<file path="config.mk">
export PLATFORM = sky130hd
export DESIGN_NAME = uart_rx
export DESIGN_NICKNAME = d
export VERILOG_FILES = /design/src/rtl/uart_rx.sv
export SDC_FILE = /design/constraint.sdc
export NUM_CORES = 1
export LEC_CHECK = 0
export BUFFER_PORTS_ARGS = -buffer_cell sky130_fd_sc_hd__buf_2
export CORE_MARGIN = 3
export CORE_UTILIZATION = 35
export CTS_CLUSTER_DIAMETER = 30
export DETAILED_ROUTE_END_ITERATION = 10
export GPL_TIMING_DRIVEN = 1
export MAX_ROUTING_LAYER = met4
export PLACE_DENSITY_LB_ADDON = 0.05
export SYNTH_ARGS = -nofsm -noshare
export SYNTH_HDL_FRONTEND = slang
export SYNTH_SLANG_ARGS = --single-unit
</file>
<file path="constraint.sdc">
create_clock -name clk -period 2.9 [get_ports clk]
set_input_delay 0.58 -clock clk [delete_from_list [all_inputs] [get_ports clk]]
set_output_delay 0.58 -clock clk [all_outputs]
set_load 0.005 [all_outputs]
</file>
<file path="src/rtl/uart_rx.sv">
// uart_rx: 8N1 serial receiver. The rx line is synchronised, the start bit is
// confirmed at its midpoint, and data and stop bits are sampled one bit-time apart.
module uart_rx #(
  parameter int CLK_FREQ  = 62500000,
  parameter int BAUD_RATE = 115200
) (
  input  logic       clk,
  input  logic       rst,
  input  logic       rx,
  output logic [7:0] uart_data,
  output logic       uart_ready,
  output logic       frame_err,
  output logic       busy
);

  localparam int DIV  = CLK_FREQ / BAUD_RATE;
  localparam int HALF = DIV / 2;
  localparam int CW   = (DIV > 1) ? $clog2(DIV) : 1;

  localparam logic [CW-1:0] DIV_M1  = CW'(DIV - 1);
  localparam logic [CW-1:0] HALF_M1 = CW'(HALF - 1);

  // A bit-time shorter than 4 clocks leaves no room for a midpoint check.
  if (DIV < 4) begin : g_div_check
    $error("uart_rx: CLK_FREQ/BAUD_RATE must be at least 4");
  end

  typedef enum logic [2:0] {
    ST_IDLE,
    ST_START,
    ST_DATA,
    ST_STOP,
    ST_BREAK
  } state_t;

  state_t        state_q, state_d;
  logic [CW-1:0] cnt_q, cnt_d;
  logic [2:0]    bit_q, bit_d;
  logic [7:0]    sh_q, sh_d;
  logic [7:0]    data_q, data_d;
  logic          ready_q, ready_d;
  logic          ferr_q, ferr_d;
  logic          rx_meta_q, rx_meta_d;
  logic          rx_s_q, rx_s_d;

  // Two-flop synchroniser; both stages reset to idle-high.
  always_ff @(posedge clk or posedge rst) begin
    if (rst) begin
      rx_meta_q <= 1'b1;
      rx_s_q    <= 1'b1;
    end else begin
      rx_meta_q <= rx_meta_d;
      rx_s_q    <= rx_s_d;
    end
  end

  // State, counters, shift register and registered outputs.
  always_ff @(posedge clk or posedge rst) begin
    if (rst) begin
      state_q <= ST_IDLE;
      cnt_q   <= '0;
      bit_q   <= '0;
      sh_q    <= '0;
      data_q  <= '0;
      ready_q <= 1'b0;
      ferr_q  <= 1'b0;
    end else begin
      state_q <= state_d;
      cnt_q   <= cnt_d;
      bit_q   <= bit_d;
      sh_q    <= sh_d;
      data_q  <= data_d;
      ready_q <= ready_d;
      ferr_q  <= ferr_d;
    end
  end

  // Next-state logic; pulses default low so they last exactly one cycle.
  always_comb begin
    rx_meta_d = rx;
    rx_s_d    = rx_meta_q;
    state_d   = state_q;
    cnt_d     = cnt_q;
    bit_d     = bit_q;
    sh_d      = sh_q;
    data_d    = data_q;
    ready_d   = 1'b0;
    ferr_d    = 1'b0;
    case (state_q)
      ST_IDLE: begin
        cnt_d = '0;
        if (!rx_s_q) state_d = ST_START;
      end
      ST_START: begin
        cnt_d = cnt_q + 1'b1;
        if (cnt_q == HALF_M1) begin
          if (rx_s_q) begin
            // Low pulse shorter than half a bit: treat as noise.
            state_d = ST_IDLE;
          end else begin
            state_d = ST_DATA;
            cnt_d   = '0;
            bit_d   = '0;
          end
        end
      end
      ST_DATA: begin
        cnt_d = cnt_q + 1'b1;
        if (cnt_q == DIV_M1) begin
          sh_d  = {rx_s_q, sh_q[7:1]};
          cnt_d = '0;
          bit_d = bit_q + 1'b1;
          if (bit_q == 3'd7) state_d = ST_STOP;
        end
      end
      ST_STOP: begin
        cnt_d = cnt_q + 1'b1;
        if (cnt_q == DIV_M1) begin
          cnt_d = '0;
          // Leaving at mid-stop-bit lets a back-to-back start edge be caught.
          if (rx_s_q) begin
            data_d  = sh_q;
            ready_d = 1'b1;
            state_d = ST_IDLE;
          end else begin
            ferr_d  = 1'b1;
            state_d = ST_BREAK;
          end
        end
      end
      ST_BREAK: begin
        cnt_d = '0;
        if (rx_s_q) state_d = ST_IDLE;
      end
      default: state_d = ST_IDLE;
    endcase
  end

  assign uart_data  = data_q;
  assign uart_ready = ready_q;
  assign frame_err  = ferr_q;
  assign busy       = (state_q != ST_IDLE);

endmodule
</file>
==> results.py <==
metrics = {
    "yosys": {
        "postSynth.topFlopCell": "sky130_fd_sc_hd__dfrtp_1",
        "number_of_synthesized_flops_with_an_enable_pin": 0,
        "synth_area_per_cell_um2": 10.4,
        "yosys.cell_types.count": 39,
        "synthArstFlopShare": 1.00,
        "mappedNetlistNets": 176,
        "synth-seq-area-share": 0.516,
        "synth_warn": 0,
        "syn-instance-count": 168,
        "synth_seq_cells": 36,
        "netlist_area_before_placement_um2": 1750,
    },
    "floorplanning": {
        "chip_height_um": 76.7,
        "fp.dieW_um": 76.7,
        "fp.dieArea_um2": 5880,
        "floorplan.initialDensity": 0.365,
        "core_area_um2": 4790,
        "rows": 25,
        "top_level_ports": 14,
    },
    "sta": {
        "whs_ns": 0.352,
        "timing.final.crit_share": 0.690,
        "fin_tns_setup_ns": 0,
        "setup_viol": 0,
        "timing.clock.skew_ns": 0.00278,
        "slew_headroom": 0.549,
        "hold_violations": 0,
        "grt_setup_unrepaired": "no",
        "post-route-min-period_ns": 2.00,
        "tightest_slew_ns": 0.675,
        "fmax_ghz": 0.500,
        "timing_max_transition_violations_final": 0,
    },
    "detailed_routing": {
        "remaining_drc_errors": 0,
        "detail_route.vias_per_cell": 4.88,
        "dr_pass1_iterations": 4,
        "avgRoutedWirePerCell_um": 13.5,
        "total_routed_wirelength_um": 3390,
        "drc_marker_count_from_the_first_detailed_route_iteration": 35,
        "ant_nets": 0,
        "vias": 1226,
    },
    "clock_tree": {
        "clk_pin_slew_ns": 0.07,
        "cts_made_buffers": 5,
        "post_cts_resize_count": 0,
        "cts.root.buffer_cell": "sky130_fd_sc_hd__clkbuf_8",
        "post_cts.repair.setup_buffers": 0,
        "worst_skew_pair.late_latency_ns": 0.29,
        "clock_sink_count": 36,
        "cts_hold_buf": 0,
        "cts_tree": "done",
        "cts-htree-levels": 2,
        "clockBufferDepth": 2,
    },
    "min_path": {
        "hold_class": "in -> async",
    },
    "power_and_ir_drop": {
        "pwr_density_cell_nw_per_um2": 452,
        "total_leakage_power_nw": 0.971,
        "vdd_ir_drop_max_mv": 0.166,
    },
    "global_routing": {
        "antenna_found_initial": 0,
        "grt.total_usage": 0.133,
        "grt_overflow": 0,
        "first_global_vias": 1232,
        "grt_start_max_net_pins": 23,
        "first_pass_grt_wire_length_um": 6110,
    },
    "final_layout": {
        "num-nets-final": 191,
        "drive_gt1_frac": 0.212,
        "layout-area-overhead-vs-synth_pct": 12.3,
        "antenna_cells_inserted": 0,
        "layout.cells.most_common_list": "34 x sky130_fd_sc_hd__dfrtp_1, 33 x sky130_fd_sc_hd__nand2_1, 13 x sky130_fd_sc_hd__buf_2, 9 x sky130_fd_sc_hd__o21ai_0",
        "final.fill_count": 485,
        "final-instance-count-excl-fill": 251,
        "share_of_the_core_filled_with_cells_in_the_final_layout": 0.410,
        "mostFrequentLayoutCell": "sky130_fd_sc_hd__dfrtp_1",
    },
    "critical_path": {
        "critical_path_peak_fanout": 9,
        "critPathSlowestCell": "sky130_fd_sc_hd__dfrtp_1",
        "critPathArrivalTime_ns": 2.18,
        "rr_startpoint": "cnt_q[1]$_DFFE_PP0P_",
        "worst_setup_sp": "cnt_q[1]$_DFFE_PP0P_",
        "crit_path_cell_trace": "inv_1 -> ha_1 -> and4b_1 -> and3_1 -> nand4_4 -> mux2_4",
        "kind_of_start_point_of_the_critical_path": "flop",
        "setup.worst_path.class": "reg -> reg",
        "critPathCaptureType": "flop",
        "cp_data_required_time_ns": 3.08,
        "delay_contributed_by_the_slowest_stage_of_the_critical_path_ns": 0.44,
    },
    "placement": {
        "gp_routability_congestion": 0.779,
        "placement.io_buffers": 13,
        "dpl.cell_count": 243,
        "place_hpwl_um": 2400,
    },
    "outcome": {
        "run_status": "completed",
    },
    "job": {
        "drv.max_cap_violation_count": 0,
    },
}
## area by class of cell
class	count	area, um^2	area share
multi-input cells	119	786	0.400
clock inverters	2	10.0	0.00510
well taps	67	83.8	0.0427
clock buffers	6	82.6	0.0420
flip-flops and latches	36	903	0.460
inverters	7	26.3	0.0134
repair buffers	14	72.6	0.0369
## path summary, 6_finish.rpt
check / end / slack, ns / cells after the start
worst min register to register: rx_s_q$_DFF_PP1_ / 0.36 / 0
min in group clk: rx_s_q$_DFF_PP1_ / 0.36 / 0
worst max-delay path: uart_data[0]$_DFFE_PP0P_ / 0.90 / 6
worst max register to register: uart_data[0]$_DFFE_PP0P_ / 0.90 / 6
max in group asynchronous: state_q[1]$_DFFE_PP0P_ / 1.84 / 3
worst min-delay path: cnt_q[1]$_DFFE_PP0P_ / 0.35 / 2
## worst max-delay path: cells and delay by family, from the launching register on
kind	cells	cell delay, ns
muxes	1	0.37
buffers and inverters	1	0.07
adders and majority gates	1	0.12
DFF	1	0.44
and+or+nand+nor	3	0.87
## stage by stage
step / setup WS [ns] / total power, mW / cell area [um^2]
3_3_place_gp: 0.986 / 0.530 / 1870
4_1_cts: 0.882 / 0.905 / 1960
6_report: 0.900 / 0.888 / 1960
3_5_place_dp: 0.916 / 0.530 / 1870
5_1_grt: 0.736 / 0.938 / 1960
2_1_floorplan: 1.18 / 0.524 / 1750
## sequential cells by signal (all words and copies together) (netlist names)
name        cells
cnt_q          10
sh_q            8
uart_data       8
bit_q           3
state_q         3
frame_err       1
rx_meta_q       1
rx_s_q          1
uart_ready      1
## cell usage after synthesis (all sizes together), types with 2 or more instances
cell type	number	area, um^2
a21oi	4	20.0
nor2	9	41.3
o21ai	11	55.1
dfrtp	34	851
mux2	9	105
dfstp	2	52.6
a22o	7	61.3
nand3	7	40.0
nor2b	7	43.8
and4bb	2	25.0
nor3	4	20.0
clkbuf	2	7.51
ha	5	62.6
inv	7	26.3
and3	4	25.0
buf	4	26.3
nand4	2	27.5
nand2	33	124
nor4	2	12.5
## cells by family after synthesis
family / after synthesis / synth area share
compound gates: 29 / 0.121
fa+ha+maj: 5 / 0.0358
buf+inv: 13 / 0.0343
flops: 36 / 0.516
mux: 10 / 0.0658
simple gates: 75 / 0.227
## per-layer routing
metal | global-route usage | part of all wire
met4 | 0.0507 | 0.017
met3 | 0.0317 | 0.022
met1 | 0.170 | 0.50
met2 | 0.203 | 0.46
met5 | - | 0
## power breakdown
part           internal (mW)  switching [mW]
sequential             0.504         0.00181
combinational        0.00232          0.0113
clock                  0.189           0.179
(Power assumes the default switching activity.)
